===== src/rtl/imem_loader_pkg.sv =====
// Shared definitions for the boot loader, CPU top and instruction memory:
// loader state encoding, default word-index width and stream geometry.
package imem_loader_pkg;

  localparam int unsigned DEFAULT_ADDR_W = 8;
  localparam int unsigned BYTE_W         = 8;
  localparam int unsigned WORD_W         = 32;
  localparam int unsigned BYTES_PER_WORD = WORD_W / BYTE_W;
  localparam int unsigned BYTE_CNT_W     = $clog2(BYTES_PER_WORD);
  localparam int unsigned BYTE_OFF_W     = 2;

  typedef enum logic [2:0] {
    ST_IDLE,
    ST_LEN,
    ST_DATA,
    ST_WRITE,
    ST_CHK,
    ST_DONE,
    ST_ERR
  } loader_state_e;

endpackage


===== src/rtl/imem_loader_word_assembler.sv =====
// Packs an MSB-first byte stream into 32-bit words and flags the byte
// that completes each word.
module word_assembler
  import imem_loader_pkg::*;
(
  input  logic              clk_i,
  input  logic              reset_i,
  input  logic              clear_i,
  input  logic              shift_i,
  input  logic [BYTE_W-1:0] byte_i,
  output logic [WORD_W-1:0] word_o,
  output logic              word_full_c_o
);

  logic [WORD_W-1:0]     word_q, word_d;
  logic [BYTE_CNT_W-1:0] cnt_q, cnt_d;

  always_comb begin
    word_d = word_q;
    cnt_d  = cnt_q;
    if (clear_i) begin
      cnt_d = '0;
    end else if (shift_i) begin
      word_d = {word_q[WORD_W-BYTE_W-1:0], byte_i};
      cnt_d  = cnt_q + BYTE_CNT_W'(1);
    end
  end

  always_ff @(posedge clk_i) begin
    if (reset_i) begin
      word_q <= '0;
      cnt_q  <= '0;
    end else begin
      word_q <= word_d;
      cnt_q  <= cnt_d;
    end
  end

  assign word_o        = word_q;
  assign word_full_c_o = shift_i && !clear_i &&
                         (cnt_q == BYTE_CNT_W'(BYTES_PER_WORD - 1));

endmodule


===== src/rtl/imem_loader.sv =====
// Boot-time loader: receives length/words/checksum over valid-ready, writes
// words to instruction memory from address 0 and releases the CPU hold.
module imem_loader
  import imem_loader_pkg::*;
#(
  parameter int unsigned ADDR_W = DEFAULT_ADDR_W
) (
  input  logic                   clk,
  input  logic                   reset,
  input  logic                   start,
  input  logic [7:0]             rx_data,
  input  logic                   rx_valid,
  output logic                   rx_ready,
  output logic                   imem_we,
  output logic [ADDR_W+1:0]      imem_addr,
  output logic [31:0]            imem_wdata,
  output logic                   cpu_hold,
  output logic                   busy,
  output logic                   done,
  output logic                   error
);

  loader_state_e         state_q, state_d;
  logic [ADDR_W-1:0]     len_q, len_d;
  logic [ADDR_W-1:0]     word_idx_q, word_idx_d;
  logic [BYTE_W-1:0]     chk_q, chk_d;
  logic                  rx_ready_q, rx_ready_d;
  logic                  imem_we_q, imem_we_d;
  logic                  cpu_hold_q, cpu_hold_d;
  logic                  busy_q, busy_d;
  logic                  done_q, done_d;
  logic                  error_q, error_d;
  logic                  asm_clear, asm_shift, word_full;
  logic                  accept;
  logic [WORD_W-1:0]     word;

  assign accept = rx_valid && rx_ready_q;

  word_assembler u_word_assembler (
    .clk_i         (clk),
    .reset_i       (reset),
    .clear_i       (asm_clear),
    .shift_i       (asm_shift),
    .byte_i        (rx_data),
    .word_o        (word),
    .word_full_c_o (word_full)
  );

  // Next-state and registered-output decode; outputs follow the next state
  // so every port is driven straight from a flop.
  always_comb begin
    state_d    = state_q;
    len_d      = len_q;
    word_idx_d = word_idx_q;
    chk_d      = chk_q;
    asm_clear  = 1'b0;
    asm_shift  = 1'b0;

    case (state_q)
      ST_IDLE, ST_DONE, ST_ERR: begin
        if (start) state_d = ST_LEN;
      end
      ST_LEN: begin
        if (accept) begin
          len_d      = ADDR_W'(rx_data);
          word_idx_d = '0;
          chk_d      = rx_data;
          asm_clear  = 1'b1;
          state_d    = ST_DATA;
        end
      end
      ST_DATA: begin
        if (accept) begin
          asm_shift = 1'b1;
          chk_d     = chk_q ^ rx_data;
          if (word_full) state_d = ST_WRITE;
        end
      end
      ST_WRITE: begin
        if (word_idx_q == len_q) begin
          state_d = ST_CHK;
        end else begin
          word_idx_d = word_idx_q + ADDR_W'(1);
          state_d    = ST_DATA;
        end
      end
      ST_CHK: begin
        if (accept) state_d = (rx_data == chk_q) ? ST_DONE : ST_ERR;
      end
      default: state_d = ST_IDLE;
    endcase

    rx_ready_d = (state_d == ST_LEN) || (state_d == ST_DATA) || (state_d == ST_CHK);
    imem_we_d  = (state_d == ST_WRITE);
    busy_d     = rx_ready_d || (state_d == ST_WRITE);
    cpu_hold_d = (state_d != ST_DONE);
    done_d     = (state_d == ST_DONE);
    error_d    = (state_d == ST_ERR);
  end

  always_ff @(posedge clk) begin
    if (reset) begin
      state_q    <= ST_IDLE;
      len_q      <= '0;
      word_idx_q <= '0;
      chk_q      <= '0;
      rx_ready_q <= 1'b0;
      imem_we_q  <= 1'b0;
      cpu_hold_q <= 1'b1;
      busy_q     <= 1'b0;
      done_q     <= 1'b0;
      error_q    <= 1'b0;
    end else begin
      state_q    <= state_d;
      len_q      <= len_d;
      word_idx_q <= word_idx_d;
      chk_q      <= chk_d;
      rx_ready_q <= rx_ready_d;
      imem_we_q  <= imem_we_d;
      cpu_hold_q <= cpu_hold_d;
      busy_q     <= busy_d;
      done_q     <= done_d;
      error_q    <= error_d;
    end
  end

  assign rx_ready   = rx_ready_q;
  assign imem_we    = imem_we_q;
  assign imem_addr  = {word_idx_q, BYTE_OFF_W'(0)};
  assign imem_wdata = word;
  assign cpu_hold   = cpu_hold_q;
  assign busy       = busy_q;
  assign done       = done_q;
  assign error      = error_q;

endmodule


===== config.mk =====
export PLATFORM = sky130hd
export DESIGN_NAME = imem_loader
export DESIGN_NICKNAME = d
export VERILOG_FILES = /design/src/rtl/imem_loader_pkg.sv /design/src/rtl/imem_loader_word_assembler.sv /design/src/rtl/imem_loader.sv
export SDC_FILE = /design/constraint.sdc
export NUM_CORES = 1
export LEC_CHECK = 0
export CORE_MARGIN = 2
export CORE_UTILIZATION = 43
export CTS_BUF_LIST = sky130_fd_sc_hd__clkbuf_16
export CTS_CLUSTER_DIAMETER = 200
export DETAILED_ROUTE_END_ITERATION = 8
export PLACE_DENSITY = 0.73
export SYNTH_ARGS = -nofsm -noshare
export SYNTH_HDL_FRONTEND = slang
export SYNTH_SLANG_ARGS = --single-unit

===== constraint.sdc =====
create_clock -name clk -period 1.56 [get_ports clk]
set_input_delay 0.234 -clock clk [delete_from_list [all_inputs] [get_ports clk]]
set_output_delay 0.234 -clock clk [all_outputs]
set_load 0.02 [all_outputs]

== Yosys cells after proc, flatten, opt, wreduce, memory -nomap -nowiden ==
Cells that the tools add are included.
Cells by class
  mux-type cells: 17
  reduce and logical (&&, ||, !) cells: 16
  bitwise operators: 2
  eq/ne operators: 19
  $add $sub $neg: 2
Operators by type and width (number)
  $mux 8: 4
  $pmux 8 s2: 2
  $eq 3x3->1 const B: 6
  $mux 3: 6
  $eq 8x8->1: 2
  $pmux 3 s5: 1
  $eq 3x2->1 const B: 4
  $add 8x1->8 const B: 1
  $xor 8x8->8: 1
  $eq 3x1->1 const B: 2
  $ne 2x2->1 const B: 3
  $reduce_and 3->1: 2
  $reduce_and 2->1: 2
  $reduce_bool 2->1: 2
  $logic_and 1x1->1: 3
  $logic_not 3->1: 1
  $logic_or 1x1->1: 3
  $mux 1: 3
  $ne 3x3->1 const B: 1
  $reduce_or 3->1: 1
  $add 2x1->2 const B: 1
  $eq 2x2->1 const B: 1
  $mux 2: 1
  $reduce_or 2->1: 1
  other kinds (2): 2
Storage, ports and cells
  input bits: 12
  register bits: 67
  word-level logic and storage cells: 68

== Longest topological paths before layout ==
  depth after elaboration: 13
  mapped depth: 7
  gate-level depth less buffers: 5

== Cells and area by module ==
Synthesis repeated with hierarchy kept, for this count alone.
Unflattened totals
  cell total of the unflattened synthesis: 338
  area total of the unflattened synthesis: 3120.5 um2
By module, submodules not included
  imem_loader: area an instance 1739.2 um2, seq. area each 660.6 um2, times used 1, cells each 215
  word_assembler: area an instance 1381.3 um2, seq. area each 680.7 um2, times used 1, cells each 123

== Worst setup path after synthesis ==
Ideal clock, no wire load.
  path kind: register to register
  start: register word_idx_q[2]
  end: register error_q, in the netlist error
  data required time: 1.423 ns
  clock period less this slack: 1.639 ns
  path buffers: 0
  stages on the path, launching flop included: 6
  arrival time: 1.501 ns
  path slack: -0.079 ns
  path through: dfxtp_1 > xnor2_1 > nand4_2 > o21a_2 > nor4_2 > nor4_1
On the way
  cells in the longest elaborated chain, start to end: 4
RTL lines
  from (decl): RTL line imem_loader.sv:25  | logic [ADDR_W-1:0] word_idx_q, word_idx_d;
  from (signal assigned): RTL line imem_loader.sv:116  | word_idx_q <= word_idx_d;
  $eq 8x8->1: RTL line imem_loader.sv:80  | if (word_idx_q == len_q) begin
  $mux 3: RTL line imem_loader.sv:80
  $pmux 3 s5: RTL line imem_loader.sv:59  | case (state_q)
  $eq 3x3->1: RTL line imem_loader.sv:98  | error_d = (state_d == ST_ERR);
  to (signal assigned): RTL line imem_loader.sv:123  | error_q <= error_d;
  to (decl): RTL line imem_loader.sv:32  | logic error_q, error_d;
Every way passes these cells.
A chain may end at the register's enable or synchronous reset.

== Final worst setup path ==
  start: register len_q[6]
  end: register error_q, in the netlist error
On the way
  cells in the longest elaborated chain, start to end: 4
RTL lines
  from (decl): RTL line imem_loader.sv:24  | logic [ADDR_W-1:0] len_q, len_d;
  from (signal assigned): RTL line imem_loader.sv:115  | len_q <= len_d;
  $eq 8x8->1: RTL line imem_loader.sv:80
  $mux 3: RTL line imem_loader.sv:80
  $pmux 3 s5: RTL line imem_loader.sv:59
  $eq 3x3->1: RTL line imem_loader.sv:98
Every way passes these cells.

==> impl_results.md <==
- Status: finished with violations
- Failing checks: negative setup slack
- Pin count of the biggest net entering global routing: 41
- Post-synthesis instance area: roughly 2900 sq um
- Overall Global Routing Usage: a little over a fifth
- Register area share after synthesis: 46.6%
- Die footprint: 7370 sq um
- Diode count: 0
- Max-slew violation count: 0
- CP startpoint kind: register
- Routed vias/inst: 5.25
- Post-synth top cells: nand2_1, dfxtp_1, a21oi_1
- Routability-driven placement congestion ratio: 0.942
- Post-CTS Hold Buffers: 0
- Grt ovf: 0
- Total number of vias: roughly 2,800
- Combinational Power Share: around 7.9%
- Root Buffer: clkbuf_16
- Crit end category: register
- Reg2reg path depth: 5
- Max VDD drop: ~0.60 mV
- Fmax achieved: roughly 630 MHz
- Sequential cell area: between 1000 and 1500 sq um
- CTS clk-pin slew, worst paths: roughly 60 ps
- Seq cells post-synth: 67
- Synth area leaders: dfxtp_1, nand2_1, a21oi_1
- Crit path time final: around 1600 ps
- Number of port buffers: 57
- Period utilisation layout: 102%
- Drt first pass iters: 7
- Dpl hpwl: 5400 microns
- Max Clock Skew: around 14 ps
- H-tree depth: 3
- CTS max path bufs: 2
- CTS tree: done
- Worst hold start: rx_data[6]
- Worst Setup Slack, final: -26.4 ps
- Per-cell routed wire length: ~15 microns
- Die W: 85.8 microns
- Async set or reset register ratio after synthesis: 0%
- P per Cell Area: between 900 and 1000 nW/um^2
- Clock power frac: roughly half
- Critical path class: reg2reg
- FF-to-FF setup slack: -30 ps
- Max_cap viols: 0
- Layout fillers: 504
- Synth warn: 0
- Pint: around 3.3 mW
- Setup_tns: -42.3 ps
- Hold depth: 4
- Core Area: around 6400 sq um
- Vert. Die Dim: 85.8 microns
- Hold Vio Cnt, Final: 0
- Synth area leader: dfxtp_1
- FF-to-FF Start: len_q[6]
- Critical path fanouts, max: 5
- Sequential Power Share: 41.8%
- Cells after Synth: between 300 and 400
- Netlist cell types: 42
- Synthesized area per cell: between 8 and 9 sq um
- Worst path required time: ~1800 ps
- Initial Util: 44.8%
- DRC: 0
- Vias in the first global route: around 2,600
- Post-synth top area share: 46.6%
- Clock net sink count: between 60 and 70
- Finish-stage setup viols: 2
- Num CTS Buffers: 9
- First-pass GRT wire length: 12,200 microns
- DRT iter0 DRCs: 144
- Layout Nets: between 400 and 500
- WHS: 345 ps
- Row count: 29
- Net Sw Frac: between 20% and 30%
- WHS Endpoint: len_q[6]
- HP Class: in2reg
- Multi-input logic area: between 1500 and 2000 sq um
- Layout cell share with drive strength beyond 1: between 20 and 25%
- Reg2reg end: error
- CP Data Arrival Time: roughly 1800 ps
- Ys flop type: dfxtp_1
- Most frequent cell after synthesis: nand2_1
- Antenna violations before repair: 0
- Clock latency on the worst-skew pair: 330 ps
- Post-route ant nets: 0
- Leakage power: 1.89 nW
- Post-Route WL: about 7700 microns
- Number of flops mapped to enable cells by yosys: 0
- Sw Pwr: ~0.94 mW
- Io pins: 60
- Syn-to-layout area delta: 51.0%
- RSZ-0062 raised after global routing: true
how the worst max path moves through the flow:
stage | from | end | slack (ps) | cells past startpoint
after floorplan | word_idx_q[2] | error | 40 | 5
after global placement | rx_data[4] | error | -360 | 6
after detailed placement | rx_data[4] | error | -430 | 6
after CTS | u_word_assembler.word_o[15] | imem_wdata[15] | 0.6 | 1
after global routing | len_q[6] | error | -100 | 5
final | len_q[6] | error | -30 | 5
layout by cell type, fill, tap and decap left out, drive strengths merged, types with 8 or more instances in the layout:
cell type | synthesis | final
nor2 | 23 | 23
dlygate4sd2 | 0 | 9
o211ai | 11 | 11
buf | 12 | 45
nand2 | 100 | 100
dlymetal6s2s | 0 | 19
dfxtp | 67 | 67
o21ai | 13 | 13
xnor2 | 11 | 11
xor2 | 8 | 8
a21oi | 56 | 56
clkbuf | 8 | 9
clkdlybuf4s50 | 0 | 28
flip-flops by register name (all words and copies together), names as in the netlist:
signal,cells
word_idx_q,8
error,1
u_word_assembler.word_o,32
state_q,3
chk_q,8
len_q,8
rx_ready,1
done,1
cpu_hold,1
imem_we,1
u_word_assembler.cnt_q,2
busy,1
worst max-delay path, stage by stage (launching register included):
cell and delay [ps]:
dfxtp_2 330, xnor2_2 260, nand4_4 200, o21a_4 280, nor4_4 300, nor4_1 90
metal layers:
| metal | share of wire, % | wire length, microns | track usage [%] |
|---|---|---|---|
| met1 | 44 | 3430 | 27.7 |
| met2 | 50 | 3850 | 34.4 |
| met5 | 0 | 0 | 0 |
| met4 | 1.5 | 118 | 7.79 |
| met3 | 4.2 | 322 | 3.85 |
timing repair:
item | 4_1_cts | 5_1_grt
resized for setup | 15 | 48
endpoints found under the setup margin | 25 | 71
buffers inserted | 0 | 2
pin swaps | 1 | 9
power by group through the flow:
stage / Combinational [mW] / Clock (mW) / Sequential [mW]
floorplan: 0.150 / 0 / 1.80
detailed placement: 0.286 / 0 / 1.80
global placement: 0.279 / 0 / 1.80
finish: 0.333 / 2.12 / 1.76
CTS: 0.294 / 2.14 / 1.76
global route: 0.361 / 2.22 / 1.77
layout make-up:
type	count	share of cell area (%)
well taps	77	2.22
clock inverters	7	2.10
multi-input cells	268	36.5
inverters	3	0.259
clock buffers	9	5.18
repair buffers	101	22.4
flip-flops and latches	67	31.4
through the flow:
stage / area, sq um / instances / util [%] / setup slack, ps / power [mW]
floorplan: 2890 / 358 / - / 36.4 / 1.95
global placement: 3810 / 514 / 59.3 / -363 / 2.08
detailed placement: 3810 / 514 / 59.3 / -430 / 2.08
CTS: 4150 / 530 / 64.6 / 0.555 / 4.20
global route: 4350 / 532 / 67.7 / -98.6 / 4.35
finish: 4350 / 532 / 67.7 / -26.4 / 4.22
cell families after synthesis:
kind of cell	count (synthesis)	synth area share, %
compound gates	88	17.9
fa+ha+maj	2	0.869
flops	67	46.6
simple gates	155	24.3
other cells	1	0.130
buf+inv	23	3.74
mux	2	0.695
xor+xnor	19	5.78
Note: power is estimated with default switching activity, not from simulation.
